[config.mk]
export PLATFORM = sky130hd
export DESIGN_NAME = imem_loader
export DESIGN_NICKNAME = d
export VERILOG_FILES = /design/src/rtl/imem_loader_pkg.sv /design/src/rtl/imem_loader_fsm.sv /design/src/rtl/imem_loader.sv
export SDC_FILE = /design/constraint.sdc
export NUM_CORES = 1
export LEC_CHECK = 0
export BUFFER_PORTS_ARGS = -buffer_cell sky130_fd_sc_hd__buf_2
export CORE_ASPECT_RATIO = 0.8
export CORE_MARGIN = 2
export CORE_UTILIZATION = 25
export CTS_BUF_LIST = sky130_fd_sc_hd__clkbuf_8
export CTS_CLUSTER_DIAMETER = 120
export DETAILED_ROUTE_END_ITERATION = 7
export PLACE_DENSITY = 0.43
export SKIP_CTS_REPAIR_TIMING = 1
export SLEW_MARGIN = 20
export SYNTH_ARGS = -nofsm -noshare
export SYNTH_HDL_FRONTEND = slang
export SYNTH_HIERARCHICAL = 1
export SYNTH_SLANG_ARGS = --single-unit
[constraint.sdc]
create_clock -name clk_i -period 6.3 [get_ports clk_i]
set_clock_uncertainty 0.15 [all_clocks]
set_input_delay 0.945 -clock clk_i [delete_from_list [all_inputs] [get_ports clk_i]]
set_output_delay 0.945 -clock clk_i [all_outputs]
set_load 0.05 [all_outputs]
[src/rtl/imem_loader_pkg.sv]
// Shared types and constants for the instruction-memory loader.
// Covers the loader FSM state encoding and the default frame sync byte.
package imem_loader_pkg;

    typedef enum logic [3:0] {
        StIdle,
        StCntLo,
        StCntHi,
        StDataLo,
        StDataHi,
        StWrite,
        StCheck,
        StDone,
        StError
    } state_e;

    localparam logic [7:0]  SyncByteDefault = 8'hA5;
    localparam int unsigned WordW           = 16;

endpackage

[src/rtl/imem_loader_fsm.sv]
// Frame-parsing control FSM for imem_loader: state register, next-state and output decode.
// The timeout input is tied low by the top unless IMEM_LOADER_TIMEOUT_EN is defined.
module imem_loader_fsm
    import imem_loader_pkg::*;
#(
    parameter int unsigned MEM_DEPTH = 1024,
    parameter logic [7:0]  SYNC_BYTE = SyncByteDefault
) (
    input  logic        clk_i,
    input  logic        reset_i,
    input  logic        in_valid_i,
    input  logic [7:0]  in_data_i,
    input  logic [15:0] count_i,
    input  logic [15:0] words_loaded_i,
    input  logic [7:0]  checksum_i,
    input  logic        timeout_i,
    output state_e      state_o,
    output logic        accept_o,
    output logic        in_ready_o,
    output logic        imem_we_o,
    output logic        cpu_hold_o,
    output logic        load_done_o,
    output logic        load_error_o
);

    state_e      state_q, state_d;
    logic        done_q, done_d;
    logic [15:0] new_count;

    always_ff @(posedge clk_i or posedge reset_i) begin
        if (reset_i) begin
            state_q <= StIdle;
            done_q  <= 1'b0;
        end else begin
            state_q <= state_d;
            done_q  <= done_d;
        end
    end

    always_comb begin
        state_d   = state_q;
        done_d    = 1'b0;
        new_count = {in_data_i, count_i[7:0]};
        case (state_q)
            StIdle, StDone, StError: begin
                if (accept_o && in_data_i == SYNC_BYTE) state_d = StCntLo;
            end
            StCntLo:  if (accept_o) state_d = StCntHi;
            StCntHi: begin
                if (accept_o) begin
                    if (32'(new_count) > MEM_DEPTH) state_d = StError;
                    else if (new_count == 16'd0)    state_d = StCheck;
                    else                            state_d = StDataLo;
                end
            end
            StDataLo: if (accept_o) state_d = StDataHi;
            StDataHi: if (accept_o) state_d = StWrite;
            StWrite: begin
                state_d = (words_loaded_i + 16'd1 == count_i) ? StCheck : StDataLo;
            end
            StCheck: begin
                if (accept_o) begin
                    if (in_data_i == checksum_i) begin
                        state_d = StDone;
                        done_d  = 1'b1;
                    end else begin
                        state_d = StError;
                    end
                end
            end
            default: state_d = StIdle;
        endcase
        // A stalled stream aborts the frame from any byte-waiting state.
        if (timeout_i && state_q inside {StCntLo, StCntHi, StDataLo, StDataHi, StCheck}) begin
            state_d = StError;
            done_d  = 1'b0;
        end
    end

    always_comb begin
        state_o      = state_q;
        in_ready_o   = (state_q != StWrite);
        accept_o     = in_valid_i && in_ready_o;
        imem_we_o    = (state_q == StWrite);
        cpu_hold_o   = (state_q != StDone);
        load_done_o  = done_q;
        load_error_o = (state_q == StError);
    end

endmodule

[src/rtl/imem_loader.sv]
// Byte-stream instruction-memory loader: parses frames, writes 16-bit words, gates cpu_hold.
// Define IMEM_LOADER_TIMEOUT_EN to abort a frame after TIMEOUT_CYC idle cycles.
module imem_loader
    import imem_loader_pkg::*;
#(
    parameter int unsigned ADDR_W      = 10,
    parameter int unsigned MEM_DEPTH   = 1024,
    parameter logic [7:0]  SYNC_BYTE   = SyncByteDefault,
    parameter int unsigned TIMEOUT_CYC = 1000
) (
    input  logic              clk_i,
    input  logic              reset_i,
    input  logic              in_valid_i,
    input  logic [7:0]        in_data_i,
    output logic              in_ready_o,
    output logic              imem_we_o,
    output logic [ADDR_W-1:0] imem_addr_o,
    output logic [WordW-1:0]  imem_wdata_o,
    output logic              cpu_hold_o,
    output logic              load_done_o,
    output logic              load_error_o,
    output logic [15:0]       words_loaded_o
);

    state_e            state;
    logic              accept;
    logic              timeout;
    logic [15:0]       count_q, count_d;
    logic [7:0]        checksum_q, checksum_d;
    logic [7:0]        lo_q, lo_d, hi_q, hi_d;
    logic [ADDR_W-1:0] addr_q, addr_d;
    logic [15:0]       words_q, words_d;

    imem_loader_fsm #(
        .MEM_DEPTH (MEM_DEPTH),
        .SYNC_BYTE (SYNC_BYTE)
    ) u_fsm (
        .clk_i          (clk_i),
        .reset_i        (reset_i),
        .in_valid_i     (in_valid_i),
        .in_data_i      (in_data_i),
        .count_i        (count_q),
        .words_loaded_i (words_q),
        .checksum_i     (checksum_q),
        .timeout_i      (timeout),
        .state_o        (state),
        .accept_o       (accept),
        .in_ready_o     (in_ready_o),
        .imem_we_o      (imem_we_o),
        .cpu_hold_o     (cpu_hold_o),
        .load_done_o    (load_done_o),
        .load_error_o   (load_error_o)
    );

    always_comb begin
        count_d    = count_q;
        checksum_d = checksum_q;
        lo_d       = lo_q;
        hi_d       = hi_q;
        addr_d     = addr_q;
        words_d    = words_q;
        case (state)
            StIdle, StDone, StError: begin
                if (accept && in_data_i == SYNC_BYTE) begin
                    checksum_d = 8'h00;
                    addr_d     = '0;
                    words_d    = 16'd0;
                end
            end
            StCntLo:  if (accept) count_d[7:0]  = in_data_i;
            StCntHi:  if (accept) count_d[15:8] = in_data_i;
            StDataLo: if (accept) lo_d = in_data_i;
            StDataHi: if (accept) hi_d = in_data_i;
            StWrite: begin
                addr_d  = addr_q + ADDR_W'(1);
                words_d = words_q + 16'd1;
            end
            default: ;
        endcase
        if (accept && state inside {StCntLo, StCntHi, StDataLo, StDataHi}) begin
            checksum_d = checksum_q ^ in_data_i;
        end
    end

    always_ff @(posedge clk_i or posedge reset_i) begin
        if (reset_i) begin
            count_q    <= 16'd0;
            checksum_q <= 8'h00;
            lo_q       <= 8'h00;
            hi_q       <= 8'h00;
            addr_q     <= '0;
            words_q    <= 16'd0;
        end else begin
            count_q    <= count_d;
            checksum_q <= checksum_d;
            lo_q       <= lo_d;
            hi_q       <= hi_d;
            addr_q     <= addr_d;
            words_q    <= words_d;
        end
    end

`ifdef IMEM_LOADER_TIMEOUT_EN
    localparam int unsigned TmoW = $clog2(TIMEOUT_CYC + 1);

    logic [TmoW-1:0] tmo_q, tmo_d;

    always_comb begin
        tmo_d = tmo_q;
        case (state)
            StCntLo, StCntHi, StDataLo, StDataHi, StCheck: begin
                tmo_d = accept ? '0 : tmo_q + TmoW'(1);
            end
            StWrite: tmo_d = tmo_q;
            default: tmo_d = '0;
        endcase
    end

    always_ff @(posedge clk_i or posedge reset_i) begin
        if (reset_i) tmo_q <= '0;
        else         tmo_q <= tmo_d;
    end

    assign timeout = (tmo_q == TmoW'(TIMEOUT_CYC));
`else
    logic unused_timeout_cyc;
    assign unused_timeout_cyc = ^TIMEOUT_CYC;
    assign timeout            = 1'b0;
`endif

    assign imem_addr_o    = addr_q;
    assign imem_wdata_o   = {hi_q, lo_q};
    assign words_loaded_o = words_q;

endmodule

* Yosys cells after proc, flatten, opt, wreduce, memory -nomap -nowiden *
Index checks and enable logic that the tools add are counted.

operators by class
  equality and inequality tests = 19
  $lt $le $gt $ge = 1
  multiply operators = 0
  muxes and demuxes = 21
  reduce and logical (&&, ||, !) cells = 17
  div/mod/pow operators = 0
  $add $sub $neg = 2
  shift operators = 0
  bitwise gates (word level) = 1

operators with widths
  operator               count
  $mux 4                 8
  $pmux 16 s2            1
  $pmux 4 s7             1
  $mux 8                 3
  $pmux 10 s2            1
  $add 16x1->16 const B  1
  $eq 16x16->1           1
  $eq 4x3->1 const B     4
  $gt 16x11->1 const B   1
  $logic_not 16->1       1
  $mux 16                1
  $ne 2x2->1 const B     6
  $reduce_and 2->1       6
  $add 10x1->10 const B  1
  $mux 10                1
  $eq 4x2->1 const B     2
  $eq 8x8->1             1
  $eq 8x8->1 const B     1
  $ne 4x3->1 const B     2
  $xor 8x8->8            1
  $mux 3                 2
  $reduce_and 6->1       1
  $reduce_bool 2->1      3
  $eq 4x1->1 const B     1
  6 further kinds        10

word-level totals
  output and inout bits = 47
  bits in latches = 0
  bits in writable memories = 0
  word-level logic and storage cells = 70
  bits in read-only memories = 0
  memories kept = 0
  input bits = 11
  flip-flop bits (word level) = 71

* Longest topological paths before layout *
  word-level depth = 6
  mapped depth = 10
  mapped depth without buffers = 9

* Cells and area by module *
The synthesis kept the hierarchy.

by module, submodules not included
  module           seq. area each (um^2)  cells each  area each (um^2)  times used
  imem_loader      1651.6                 266         3108.0            1
  imem_loader_fsm  125.1                  152         1133.6            1

* Worst setup path before layout *
Ideal clock, no wire load.

  path kind = register to register
  start = reg u_fsm.state_q[2], in the netlist u_fsm/state_o[2]
  end = reg count_q[0]
  cell stages (with the launch flop) = 10
  data required time = 6.025 ns
  period minus slack after synthesis = 3.083 ns
  arrival = 2.808 ns
  buffers on the path = 0
  setup slack = 3.217 ns
  setup time = 0.125 ns
  cell sequence = dfrtp_1 -> inv_1 -> nor2_1 -> nand2_1 -> inv_1 -> nor2b_1 -> nor3b_1 -> nand2_1 -> nor2_1 -> mux2_2

on the way
  word-level cells in the longest chain between the ends = 3
  elaborated cells on any way between the ends = 4
  classes of those cells = eq/ne (2); reduce/logical (2)

ends and longest elaborated chain
  what                        line                   text
  start: declaration          imem_loader_fsm.sv:26  state_e state_q, state_d;
  start signal: assignment    imem_loader_fsm.sv:32  state_q <= StIdle;
  start signal: assignment    imem_loader_fsm.sv:35  state_q <= state_d;
  $ne 4x3->1                  imem_loader_fsm.sv:82  in_ready_o = (state_q != StWrite);
  net in_ready_o              imem_loader.sv:15      output logic in_ready_o,
  $logic_and 1x1->1           imem_loader_fsm.sv:83  accept_o = in_valid_i && in_ready_o;
  net accept                  imem_loader.sv:26      logic accept;
  $reduce_and 2->1 (no line)  -
  end signal: assignment      imem_loader.sv:94      count_q <= count_d;
  end: declaration            imem_loader.sv:28      logic [15:0] count_q, count_d;

The timed path passes the listed nets, and every way through them passes these cells.
A chain may end at the register's enable or synchronous reset.

* Final worst setup path *
  start = reg u_fsm.state_q[1], in the netlist u_fsm/state_o[1]
  end = reg count_q[2]

on the way
  word-level cells in the longest chain between the ends = 3
  elaborated cells on any way between the ends = 4
  classes of those cells = eq/ne (2); reduce/logical (2)

ends and longest elaborated chain
  what                        line
  $ne 4x3->1                  imem_loader_fsm.sv:82
  $logic_and 1x1->1           imem_loader_fsm.sv:83
  net accept                  imem_loader.sv:26
  $reduce_and 2->1 (no line)  -

The timed path passes the listed nets, and every way through them passes these cells.

==> results.tsv <==
stage	metric	value	unit
placement	port_buffers	57	
clock_tree	number_of_buffers_on_the_longest_clock_path	2	
clock_tree	clk_transition_reported_paths	0.07	ns
finish	layout.nets	490	
clock_tree	htree_num_levels	3	
placement	place_congestion	0.793	
yosys	mapped_cell_area	4240	sq um
floorplanning	floorplan.initialDensity	0.256	
run_status	status	finished clean	
worst_setup_path	worstPathRequired	6.39	ns
yosys	yosys-top-cells-area	sky130_fd_sc_hd__dfrtp_1 42%, sky130_fd_sc_hd__mux2_2 9.0%, sky130_fd_sc_hd__xor2_1 4.5%	
yosys	yosys_most_used_dff	sky130_fd_sc_hd__dfrtp_1	
finish	synthToLayoutAreaGrowth	17.6	%
floorplanning	number_of_ports_placed_on_the_die_boundary	58	
hold_path	hold_class	in -> async	
yosys	post-synth-top-area-fraction	0.419	
timing	setup_violations	0	
timing	min_period_over_period	0.514	
yosys	cell_variety_after_synth	62	
placement	dpl_worst_slack	3.07	ns
route	ant_nets	0	
grt	grt_pass1_vias	3384	
timing	fmaxAchievable	309	MHz
clock_tree	cts-root-buf	sky130_fd_sc_hd__clkbuf_8	
finish	antenna-diode-count	0	
floorplanning	die_w	150	um
placement	dp.cells	685	
route	drt_wl_total	11700	um
floorplanning	die_h	121	um
yosys	seq_area_frac_synth	0.419	
grt	global_route.overflow_total	0	
worst_setup_path	crit_path_max_fanout	20	
power_and_ir_drop	power_per_cell_area	419	nW/um^2
clock_tree	clock-sinks	71	
grt	grt_first_pass_wirelength	18600	um
timing	max_slew.worst_pin.slew	0.853	ns
clock_tree	clk-insertion-delay-late	0.37	ns
finish	stdcell_area	4990	sq um
worst_setup_path	timing.critical_path.to_type	flip-flop	
clock_tree	cts_made_buffers	9	
finish	stdcell_count	701	
timing	hold_viol	0	
timing	worst_slack	3.06	ns
yosys	synth_largest_area_cell	sky130_fd_sc_hd__dfrtp_1	
timing	slew_headroom	0.431	
power_and_ir_drop	peak_vdd_ir	184	uV
route	routed-via-count	3508	
yosys	postSynth.asyncResetShare	1.00	
placement	hpwl	8160	um
timing	unrepaired_setup_endpoints_after_global_routing	false	
yosys	ys_seq_elements	71	
finish	final_cell_mix	71 x sky130_fd_sc_hd__dfrtp_1, 57 x sky130_fd_sc_hd__buf_2, 38 x sky130_fd_sc_hd__nand2_1, 34 x sky130_fd_sc_hd__mux2_2, 32 x sky130_fd_sc_hd__nor2_1	
route	dr.pass1.iters	5	
finish	layout-drive-gt1-share	0.258	
flow_run	drv.max_cap_violation_count	0	
grt	antenna_found_initial	0	
floorplanning	std_cell_rows	42	
route	avgRoutedWirePerCell	16.7	um
route	first_iter_violations	260	
floorplanning	core-area	16600	sq um
timing	timing.final.crit_period	3.24	ns
clock_tree	tritoncts	built	
timing	sum_neg_setup_slack	0	ns
yosys	ys_warn_count	6	
placement	postPlaceCellArea	4780	sq um
worst_setup_path	startpoint_type	flip-flop	
grt	grtUsageTotal	0.134	
yosys	synth_enable_flop_cells	0	
floorplanning	die_area	18000	sq um
power_and_ir_drop	p_leak	0.00217	uW
route	viasPerCell	5.00	
yosys	synth_area_per_cell	10.1	sq um
worst_setup_path	arrival	3.33	ns
yosys	netlist_instances	418	
route	drt_drc	0	
timing	maxSlewViolCount	0	
finish	final_common_cell	sky130_fd_sc_hd__dfrtp_1	
grt	pin_count_of_the_biggest_net_entering_global_routing	67	
worst_setup_path	worst-setup-path-type	reg -> reg	
layout make-up:
type | count | area [sq um]
timing repair buffer | 61 | 315
inverter | 7 | 26.3
sequential | 71 | 1780
tap | 220 | 275
multi-input combinational | 326 | 2380
clock inverter | 5 | 57.6
clock buffer | 11 | 151
fill | 1735 | 11600
layer usage:
metal  wire length (um)  GRT usage
met3                536     0.0309
met5                  0          0
met4                157     0.0470
met2               5120      0.198
met1               5930      0.191
path summary, 6_finish.rpt:
kind                       slack [ns]                 to  cells past startpoint             start
setup / recovery                 3.06         count_q[2]                      8  u_fsm/state_o[1]
hold / removal                   0.34   u_fsm/state_o[0]                      2           reset_i
setup reg to reg                 3.06         count_q[2]                      8  u_fsm/state_o[1]
hold reg to reg                  0.36            hi_q[2]                      1           hi_q[2]
max in group asynchronous        4.75  words_loaded_o[7]                      3           reset_i
min in group clk_i               0.36            hi_q[2]                      1           hi_q[2]
kinds of logic (layout without fill, tap and decap cells):
| family | count (synthesis) | after routing | synth area share |
|---|---|---|---|
| AO/OA/AOI/OAI | 60 | 60 | 0.122 |
| flip-flops | 71 | 71 | 0.419 |
| other | 1 | 3 | 0.000884 |
| XOR/XNOR | 38 | 38 | 0.0785 |
| adder cells (fa/ha/maj) | 3 | 3 | 0.00885 |
| buffers and inverters | 23 | 84 | 0.0242 |
| AND/OR/NAND/NOR | 173 | 173 | 0.221 |
| multiplexers | 49 | 49 | 0.126 |
power by group:
group | switching, uW | total (uW) | internal [uW]
clock | 179 | 383 | 204
sequential | 225 | 826 | 601
combinational | 542 | 880 | 338
flip-flops by register name (all words and copies together), names as in the netlist:
name	flops
lo_q	8
u_fsm/load_done_o	1
hi_q	8
checksum_q	8
words_loaded_o	16
imem_addr_o	10
count_q	16
u_fsm/state_o	4
cell usage after synthesis (4+ instances only):
cell                       number
sky130_fd_sc_hd__o21ai_0        6
sky130_fd_sc_hd__nand4_1        9
sky130_fd_sc_hd__xor2_1        22
sky130_fd_sc_hd__nand3_1       15
sky130_fd_sc_hd__nor2b_1       13
sky130_fd_sc_hd__and3_1         7
sky130_fd_sc_hd__mux2_2        34
sky130_fd_sc_hd__inv_1          7
sky130_fd_sc_hd__nor4_1        12
sky130_fd_sc_hd__a211o_1        5
sky130_fd_sc_hd__nand2_1       38
sky130_fd_sc_hd__nor2_1        32
sky130_fd_sc_hd__buf_2          4
sky130_fd_sc_hd__a211o_2        4
sky130_fd_sc_hd__mux2i_1       15
sky130_fd_sc_hd__nor3b_1        4
sky130_fd_sc_hd__xnor2_1       16
sky130_fd_sc_hd__dfrtp_1       71
sky130_fd_sc_hd__nor3_1        16
sky130_fd_sc_hd__a21oi_1        5
sky130_fd_sc_hd__or3_1          4
sky130_fd_sc_hd__clkbuf_1      10
sky130_fd_sc_hd__a22o_1         9
per-stage QoR:
step	utilization	total power, uW	hold WS [ns]
detailed placement	0.289	1710	0.338
floorplan	-	1480	0.351
global placement	0.289	1700	0.332
CTS	0.301	2110	0.334
finish	0.301	2090	0.342
global route	0.301	2220	0.356
worst max-delay path: stages, from the launching register on:
cell and delay [ns]:
sky130_fd_sc_hd__dfrtp_1 0.76, sky130_fd_sc_hd__nor2b_1 0.17, sky130_fd_sc_hd__nand2_1 0.16, sky130_fd_sc_hd__inv_1 0.09, sky130_fd_sc_hd__nor2b_1 0.35, sky130_fd_sc_hd__nor3b_1 0.37
sky130_fd_sc_hd__nand2_1 0.09, sky130_fd_sc_hd__nor2_1 0.55, sky130_fd_sc_hd__mux2_2 0.41
Power figures use the tool's default switching activity.
